--- src/rtl/fetch_pkg.sv ---
// Shared types and constants for the instruction fetch queue and its storage.
package fetch_pkg;

    typedef struct packed {
        logic [31:0] pc;
        logic [31:0] instr;
    } fetch_entry_t;

    localparam logic [31:0] NOP_INSTR     = 32'h0000_0013;
    localparam int          DEPTH_DEFAULT = 4;

endpackage

--- src/rtl/sync_fifo.sv ---
// Pointer-based synchronous FIFO of fetch entries with flush; head is read combinationally.
module sync_fifo
    import fetch_pkg::*;
#(
    parameter int DEPTH = DEPTH_DEFAULT
) (
    input  logic                         clk,
    input  logic                         reset,
    input  logic                         push,
    input  logic                         pop,
    input  logic                         flush,
    input  fetch_entry_t                 din,
    output fetch_entry_t                 head,
    output logic [$clog2(DEPTH+1)-1:0]   count,
    output logic                         full,
    output logic                         empty
);

    localparam int PW = (DEPTH > 1) ? $clog2(DEPTH) : 1;

    fetch_entry_t    mem [DEPTH];
    logic [PW-1:0]   rd_ptr;
    logic [PW-1:0]   wr_ptr;
    logic            do_push;
    logic            do_pop;

    function automatic logic [PW-1:0] next_ptr(input logic [PW-1:0] p);
        return (p == PW'(DEPTH - 1)) ? '0 : p + 1'b1;
    endfunction

    assign empty   = (count == '0);
    assign full    = (count == ($clog2(DEPTH+1))'(DEPTH));
    // A push into a full FIFO is only accepted when the head leaves in the same cycle.
    assign do_push = push && (!full || pop);
    assign do_pop  = pop && !empty;
    assign head    = mem[rd_ptr];

    always_ff @(posedge clk) begin
        if (reset || flush) begin
            rd_ptr <= '0;
            wr_ptr <= '0;
            count  <= '0;
        end else begin
            if (do_push) wr_ptr <= next_ptr(wr_ptr);
            if (do_pop)  rd_ptr <= next_ptr(rd_ptr);
            unique case ({do_push, do_pop})
                2'b10:   count <= count + 1'b1;
                2'b01:   count <= count - 1'b1;
                default: count <= count;
            endcase
        end
    end

    always_ff @(posedge clk) begin
        if (do_push && !flush && !reset) mem[wr_ptr] <= din;
    end

endmodule

--- src/rtl/fetch_queue.sv ---
// Instruction fetch queue: credit-limited memory requests, in-order responses,
// and discarding of responses that were already in flight when a redirect happened.
module fetch_queue
    import fetch_pkg::*;
#(
    parameter int          DEPTH    = DEPTH_DEFAULT,
    parameter logic [31:0] RESET_PC = 32'h0000_0000
) (
    input  logic        clk,
    input  logic        reset,
    output logic        imem_req,
    output logic [31:0] imem_addr,
    input  logic        imem_gnt,
    input  logic        imem_rvalid,
    input  logic [31:0] imem_rdata,
    input  logic        StallF,
    input  logic        PCSrcE,
    input  logic [31:0] PCTargetE,
    output logic [31:0] InstrF,
    output logic [31:0] PCF,
    output logic        InstrValidF
);

    localparam int           CW      = $clog2(DEPTH + 1);
    localparam logic [CW:0]  DEPTH_W = (CW + 1)'(DEPTH);

    logic [31:0]   fetch_pc;
    logic [31:0]   resp_pc;
    logic [31:0]   pcf_hold;
    logic [31:0]   target_aligned;
    logic [CW-1:0] outstanding;
    logic [CW-1:0] drop_cnt;
    logic [CW-1:0] count;
    logic [CW:0]   credit;
    logic          grant;
    logic          drop_active;
    logic          push;
    logic          pop;
    logic          fifo_full;
    logic          fifo_empty;
    fetch_entry_t  head;
    fetch_entry_t  din;

    assign target_aligned = PCTargetE & ~32'h3;
    assign credit         = {1'b0, count} + {1'b0, outstanding};
    assign imem_req       = !reset && !PCSrcE && (credit < DEPTH_W);
    assign imem_addr      = fetch_pc;
    assign grant          = imem_req && imem_gnt;
    assign drop_active    = (drop_cnt != '0);
    assign push           = imem_rvalid && !drop_active && !PCSrcE && !reset && (!fifo_full || pop);
    assign InstrValidF    = !reset && !fifo_empty;
    assign pop            = InstrValidF && !StallF && !PCSrcE;
    assign din            = '{pc: resp_pc, instr: imem_rdata};

    assign InstrF = InstrValidF ? head.instr : NOP_INSTR;
    assign PCF    = reset ? RESET_PC : (fifo_empty ? pcf_hold : head.pc);

    sync_fifo #(.DEPTH(DEPTH)) u_fifo (
        .clk   (clk),
        .reset (reset),
        .push  (push),
        .pop   (pop),
        .flush (PCSrcE),
        .din   (din),
        .head  (head),
        .count (count),
        .full  (fifo_full),
        .empty (fifo_empty)
    );

    // Outstanding keeps counting stale responses, so after a redirect drop_cnt
    // equals exactly the number of words still owed by memory.
    always_ff @(posedge clk) begin
        if (reset) begin
            fetch_pc    <= RESET_PC;
            resp_pc     <= RESET_PC;
            pcf_hold    <= RESET_PC;
            outstanding <= '0;
            drop_cnt    <= '0;
        end else begin
            if (!fifo_empty) pcf_hold <= head.pc;
            outstanding <= outstanding + CW'(grant) - CW'(imem_rvalid);
            if (PCSrcE) begin
                fetch_pc <= target_aligned;
                resp_pc  <= target_aligned;
                drop_cnt <= outstanding - CW'(imem_rvalid);
            end else begin
                if (grant) fetch_pc <= fetch_pc + 32'd4;
                if (push)  resp_pc  <= resp_pc + 32'd4;
                if (imem_rvalid && drop_active) drop_cnt <= drop_cnt - 1'b1;
            end
        end
    end

endmodule

--- config.mk ---
export PLATFORM = sky130hd
export DESIGN_NAME = fetch_queue
export DESIGN_NICKNAME = d
export VERILOG_FILES = /design/src/rtl/fetch_pkg.sv /design/src/rtl/sync_fifo.sv /design/src/rtl/fetch_queue.sv
export SDC_FILE = /design/constraint.sdc
export NUM_CORES = 1
export LEC_CHECK = 0
export BUFFER_PORTS_ARGS = -buffer_cell sky130_fd_sc_hd__buf_2
export CAP_MARGIN = 0
export CORE_MARGIN = 2
export CORE_UTILIZATION = 55
export DETAILED_ROUTE_END_ITERATION = 12
export PLACE_DENSITY = 0.75
export SYNTH_ARGS = -nofsm -noshare
export SYNTH_HDL_FRONTEND = slang
export SYNTH_SLANG_ARGS = --single-unit
--- constraint.sdc ---
create_clock -name clk -period 5.4 [get_ports clk]
set_clock_uncertainty 0.15 [all_clocks]
set_input_delay 1.08 -clock clk [delete_from_list [all_inputs] [get_ports clk]]
set_output_delay 1.08 -clock clk [all_outputs]
set_load 0.01 [all_outputs]
=== Word-level counts from Yosys, hierarchy flattened ===
Memory sizes are Yosys's and may differ from the RTL's. A register that Yosys moved wholly into a read port is not among the register bits.
Cells that the tools add are included.

* $add $sub $neg: 11
* Order comparisons: 1
* Eq/ne operators: 5
* Multiplexer cells: 16
* Reductions and logical operators: 30

{| class="wikitable"
|+ Operators with widths
! cell !! count
|-
| $mux 32 || 7
|-
| $add 32x3->32 const B || 2
|-
| $logic_and 1x1->1 || 15
|-
| $mux 2 || 4
|-
| $reduce_bool 2->1 || 4
|-
| $eq 2x2->1 const B || 3
|-
| $logic_not 1->1 || 6
|-
| $mux 3 || 2
|-
| $pmux 3 s2 || 1
|-
| $sub 3x1->3 || 2
|-
| $sub 3x1->3 const B || 2
|-
| $add 2x1->2 const B || 2
|-
| $add 3x3->4 || 1
|-
| $lt 4x3->1 const B || 1
|-
| $add 3x1->3 || 1
|-
| $add 3x1->3 const B || 1
|-
| $eq 3x3->1 const B || 1
|-
| $logic_not 3->1 || 1
|-
| $reduce_bool 3->1 || 1
|-
| $eq 2x1->1 const B || 1
|-
| $logic_or 1x1->1 || 2
|-
| $mux 1 || 2
|-
| $reduce_or 2->1 || 1
|}

* Flip-flop bits (word level): 109
* RAM bits: 256
* Input port bits: 70
* Output and inout port bits: 98
* Word-level logic and storage cells: 74
* Memories kept: 1

{| class="wikitable"
|+ Memories
! name !! depth !! bits a word !! rd ports !! clocked after memory_dff !! wr ports !! line !! text
|-
| u_fifo.mem || 4 || 64 || 1 || 1 || 1 || sync_fifo.sv:21 || <nowiki>fetch_entry_t mem [DEPTH];</nowiki>
|}

=== Depth between registers and ports, before layout ===
* Word-level depth: 12
* Mapped depth: 13
* Mapped depth without buffers: 11

=== By module ===
A second synthesis with hierarchy kept.

* Cells, all modules: 993
* Area, all modules: 14885.5 µm²

{| class="wikitable"
|+ By module, submodules not included
! module !! instances !! cells an instance !! area an instance (µm²) !! seq. area each (µm²)
|-
| sync_fifo || 1 || 390 || 9706.8 || 7867.5
|-
| fetch_queue || 1 || 603 || 5178.7 || 1961.9
|}

=== Worst setup path after synthesis ===
OpenSTA, ideal clock, no wires.

* Path type: input port to flip-flop
* Start: in reset
* End: mem u_fifo.mem[0][0] (netlist bit) (enable)
* Library setup time: 0.426 ns
* Arrival time: 3.747 ns
* Required time: 4.824 ns
* Setup slack: 1.077 ns
* Stages on the path: 6
* Buffers on the path: 3
* Path through: nor4b_1 o311a_1 buf_2 clkbuf_1 clkbuf_1 and2_1

* Cells in the longest elaborated chain, start to end: 11
* Elaborated cells on any way between the ends: 12
* Those cells by class: mux (2); reduce/logical (10)

{| class="wikitable"
|+ Ends and longest elaborated chain
! what !! line !! text
|-
| start: declaration || fetch_queue.sv:10 || <nowiki>input logic reset,</nowiki>
|-
| $logic_not 1->1 (*) || sync_fifo.sv:55, fetch_queue.sv:50, fetch_queue.sv:51 ||
|-
| $logic_and 1x1->1 || fetch_queue.sv:51 || <nowiki>assign InstrValidF = !reset && !fifo_empty;</nowiki>
|-
| $logic_and 1x1->1 (2 in series) || fetch_queue.sv:52 || <nowiki>assign pop = InstrValidF && !StallF && !PCSrcE;</nowiki>
|-
| $logic_or 1x1->1 || sync_fifo.sv:34, fetch_queue.sv:50 ||
|-
| $logic_and 1x1->1 || fetch_queue.sv:50 || <nowiki>assign push = imem_rvalid && !drop_active && !PCSrcE && !reset && (!fifo_full || pop);</nowiki>
|-
| $logic_and 1x1->1 || sync_fifo.sv:34 || <nowiki>assign do_push = push && (!full || pop);</nowiki>
|-
| $logic_and 1x1->1 || sync_fifo.sv:55 || <nowiki>if (do_push && !flush && !reset) mem[wr_ptr] <= din;</nowiki>
|-
| $logic_and 1x1->1 (*) || sync_fifo.sv:55 ||
|-
| $mux 1 (*) || sync_fifo.sv:55 ||
|-
| $mux 1 (not written as such) (*) || sync_fifo.sv:55 ||
|-
| end: declaration || sync_fifo.sv:21 ||
|}

Mark *: on every way between the ends. The rest lies on a longest branch, timed or not.

==> flow_metrics.py <==
metrics = {
    "synth": {
        "synth_ff_type": "edfxtp_1",
        "synth-seq-cells": 355,
        "synthCells": 1037,
        "yosysSeqAreaShare_pct": 66.0,
        "yosysWarnings": 0,
        "synth.distinct_cells": 61,
        "synth_edf_count": 248,
        "syn_area_per_cell_um2": 14.0,
        "postSynth.asyncResetShare_pct": 0,
        "netlist_area_um2": 14500,
    },
    "setup_path": {
        "cp.required_ns": 4.17,
        "crit_arrival_ns": 2.71,
        "critPathCaptureType": "output port",
        "cp-start-kind": "flip-flop",
        "r2r-start": "u_fifo.count[2]",
        "worstSetupPathType": "reg2out",
        "cp_max_fo": 37,
    },
    "finish": {
        "diodes": 0,
        "synthToLayoutAreaGrowth_pct": 16.4,
        "nNetsFinal": 1287,
        "stdcell_area_um2": 16900,
        "drive_gt1_share_pct": 26.7,
        "utilization_pct": 65.1,
        "final_cells": 1562,
    },
    "clock_network": {
        "clk_path_buf_depth": 3,
        "ctsResizeCount": 0,
        "cts_setup_buffers": 0,
        "clk_latency_ns": 0.51,
        "h-tree-depth": 2,
        "cts_sinks": 355,
        "clkTransAtPathRegs_ns": 0.06,
        "cts_buffers": 36,
        "cts-root-buf": "clkbuf_16",
        "holdBufCountCts": 0,
        "cts_tree": "done",
    },
    "sta": {
        "hold_viol_final": 0,
        "max_clock_freq_ghz": 0.254,
        "min_period_ns": 3.94,
        "setup_viol": 0,
        "worst_pin_slew_ns": 1.02,
        "drv_slew": 0,
        "maxSlewHeadroom_pct": 32.2,
        "tns_ns": 0,
        "rsz0062_at_grt": "false",
        "post-route-period-util_pct": 73.0,
    },
    "drt": {
        "drc": 0,
        "wl_mm": 30.8,
        "dr_total_vias": 9147,
        "dr.pass1.iters": 5,
        "drt.antenna.violating_nets": 0,
        "post_drt_wl_per_cell_um": 19.7,
        "vias_per_cell": 5.86,
        "dr.first_iter.drc_count": 900,
    },
    "placement": {
        "placed_cell_area_um2": 15700,
        "routabilityCongestion": 0.875,
        "dp.cells": 1496,
        "place_hpwl_mm": 19.3,
        "io_buffers": 163,
    },
    "global_route": {
        "grt_pass1_wl_mm": 49.5,
        "grt_max_degree": 63,
        "grt_pass1_vias": 9054,
        "antenna_found_initial": 0,
        "grt.overflow.total": 0,
        "grt_usage_pct": 22.5,
    },
    "floorplan": {
        "start_util_pct": 55.9,
        "fp.dieH_um": 166,
        "rows": 59,
        "die_x_um": 166,
        "coreArea_um2": 26000,
        "io_pins": 168,
        "die_area_um2": 27700,
    },
    "hold_path": {
        "hp-class": "reg2reg",
        "hold_start": "pcf_hold[4]",
    },
    "pwr": {
        "peakVddDrop_v": 0.000287,
        "leakage_uw": 0.00590,
        "powerDensity_nw_per_um2": 344,
    },
    "run": {
        "max-cap-violations": 0,
    },
    "run_status": {
        "outcome": "finished clean",
    },
}
-- where the power goes --
part	switching, µW	total (µW)	internal (µW)
clock network	990	2460	1480
logic	179	308	129
registers	68.9	3050	2980
-- Yosys cell counts, types with 9 or more instances --
library cell | n | area [µm²]
nand2_1 | 120 | 450
clkbuf_1 | 43 | 161
a21oi_1 | 67 | 335
and2_1 | 37 | 231
a211oi_1 | 15 | 113
dfxtp_1 | 107 | 2140
edfxtp_1 | 248 | 7450
xor2_1 | 15 | 131
nand4_1 | 30 | 188
nor3_1 | 14 | 70.1
mux4_2 | 62 | 1400
nand3_1 | 28 | 140
mux2_2 | 12 | 135
xnor2_1 | 9 | 78.8
nor2_1 | 53 | 199
ha_1 | 16 | 200
o21ai_0 | 16 | 80.1
inv_1 | 23 | 86.3
or3_1 | 10 | 62.6
a31oi_1 | 17 | 106
-- worst max-delay path: stages (launching register included) --
cell and delay (ns):
dfxtp_2 1.00, buf_4 0.50, mux4_2 0.37, and2_1 0.18
buf_2 0.13
-- logic make-up (layout without fill, tap and decap cells) --
group                    Yosys count  after routing  synth area share (%)
flip-flops                       355            355                  66.0
AND/OR/NAND/NOR                  332            332                  11.6
AO/OA/AOI/OAI                    146            146                  6.15
buffers and inverters             84            273                  2.29
multiplexers                      77             77                  10.8
XOR/XNOR                          24             24                  1.45
adder cells (fa/ha/maj)           18             18                  1.65
other                              1              2                0.0258
-- layout by cell type (no fill, tap or decap), types with 7 or more instances in the layout --
cell | netlist | layout
edfxtp_1 | 248 | 248
buf_2 | 8 | 162
nand2_1 | 120 | 120
dfxtp_1 | 107 | 105
a21oi_1 | 67 | 67
mux4_2 | 62 | 62
nor2_1 | 53 | 53
clkbuf_16 | 0 | 37
and2_1 | 37 | 33
nand4_1 | 30 | 30
nand3_1 | 28 | 28
inv_1 | 23 | 23
a31oi_1 | 17 | 17
o21ai_0 | 16 | 16
ha_1 | 16 | 16
buf_4 | 2 | 16
xor2_1 | 15 | 15
a211oi_1 | 15 | 15
nor3_1 | 14 | 13
mux2_2 | 12 | 12
clkbuf_1 | 43 | 11
or3_1 | 10 | 10
xnor2_1 | 9 | 9
and3_1 | 7 | 7
-- per-layer routing --
layer | up-vias | part of all wire [%] | GRT usage, %
met2 | 341 | 48 | 36.5
li1 | 4250 | - | -
met3 | 39 | 7.6 | 4.73
met4 | 0 | 1.6 | 5.51
met5 | - | 0 | 0
met1 | 4517 | 43 | 31.6
-- worst paths after layout --
| kind | end | slack (ns) | cells past startpoint |
|---|---|---|---|
| hold / removal | pcf_hold[4] | 0.30 | 2 |
| setup reg to reg | outstanding[2] | 2.09 | 12 |
| hold reg to reg | pcf_hold[4] | 0.30 | 2 |
| setup / recovery | InstrF[19] | 1.46 | 4 |
-- registers in the layout, indices dropped and copies added, names as in the netlist, named ones only --
signal / flops
drop_cnt: 3
imem_addr: 30
u_fifo.mem: 248
u_fifo.count: 3
u_fifo.rd_ptr: 2
pcf_hold: 32
resp_pc: 30
outstanding: 3
u_fifo.wr_ptr: 2
-- through the flow --
stage	hold WS (ns)	power [µW]	setup slack [ns]
3_5_place_dp	0.298	3410	1.34
3_3_place_gp	0.291	3400	1.41
4_1_cts	0.306	5860	1.40
6_report	0.302	5820	1.46
2_1_floorplan	0.301	3280	1.08
5_1_grt	0.323	6030	1.35
-- area by class of cell --
cell class	instances	area, µm²
well taps	335	419
multi-input cells	599	4610
fillers	1930	9080
repair buffers	182	1010
clock inverters	17	196
clock buffers	49	981
inverters	25	93.8
flip-flops and latches	355	9590
(Power assumes the default switching activity.)
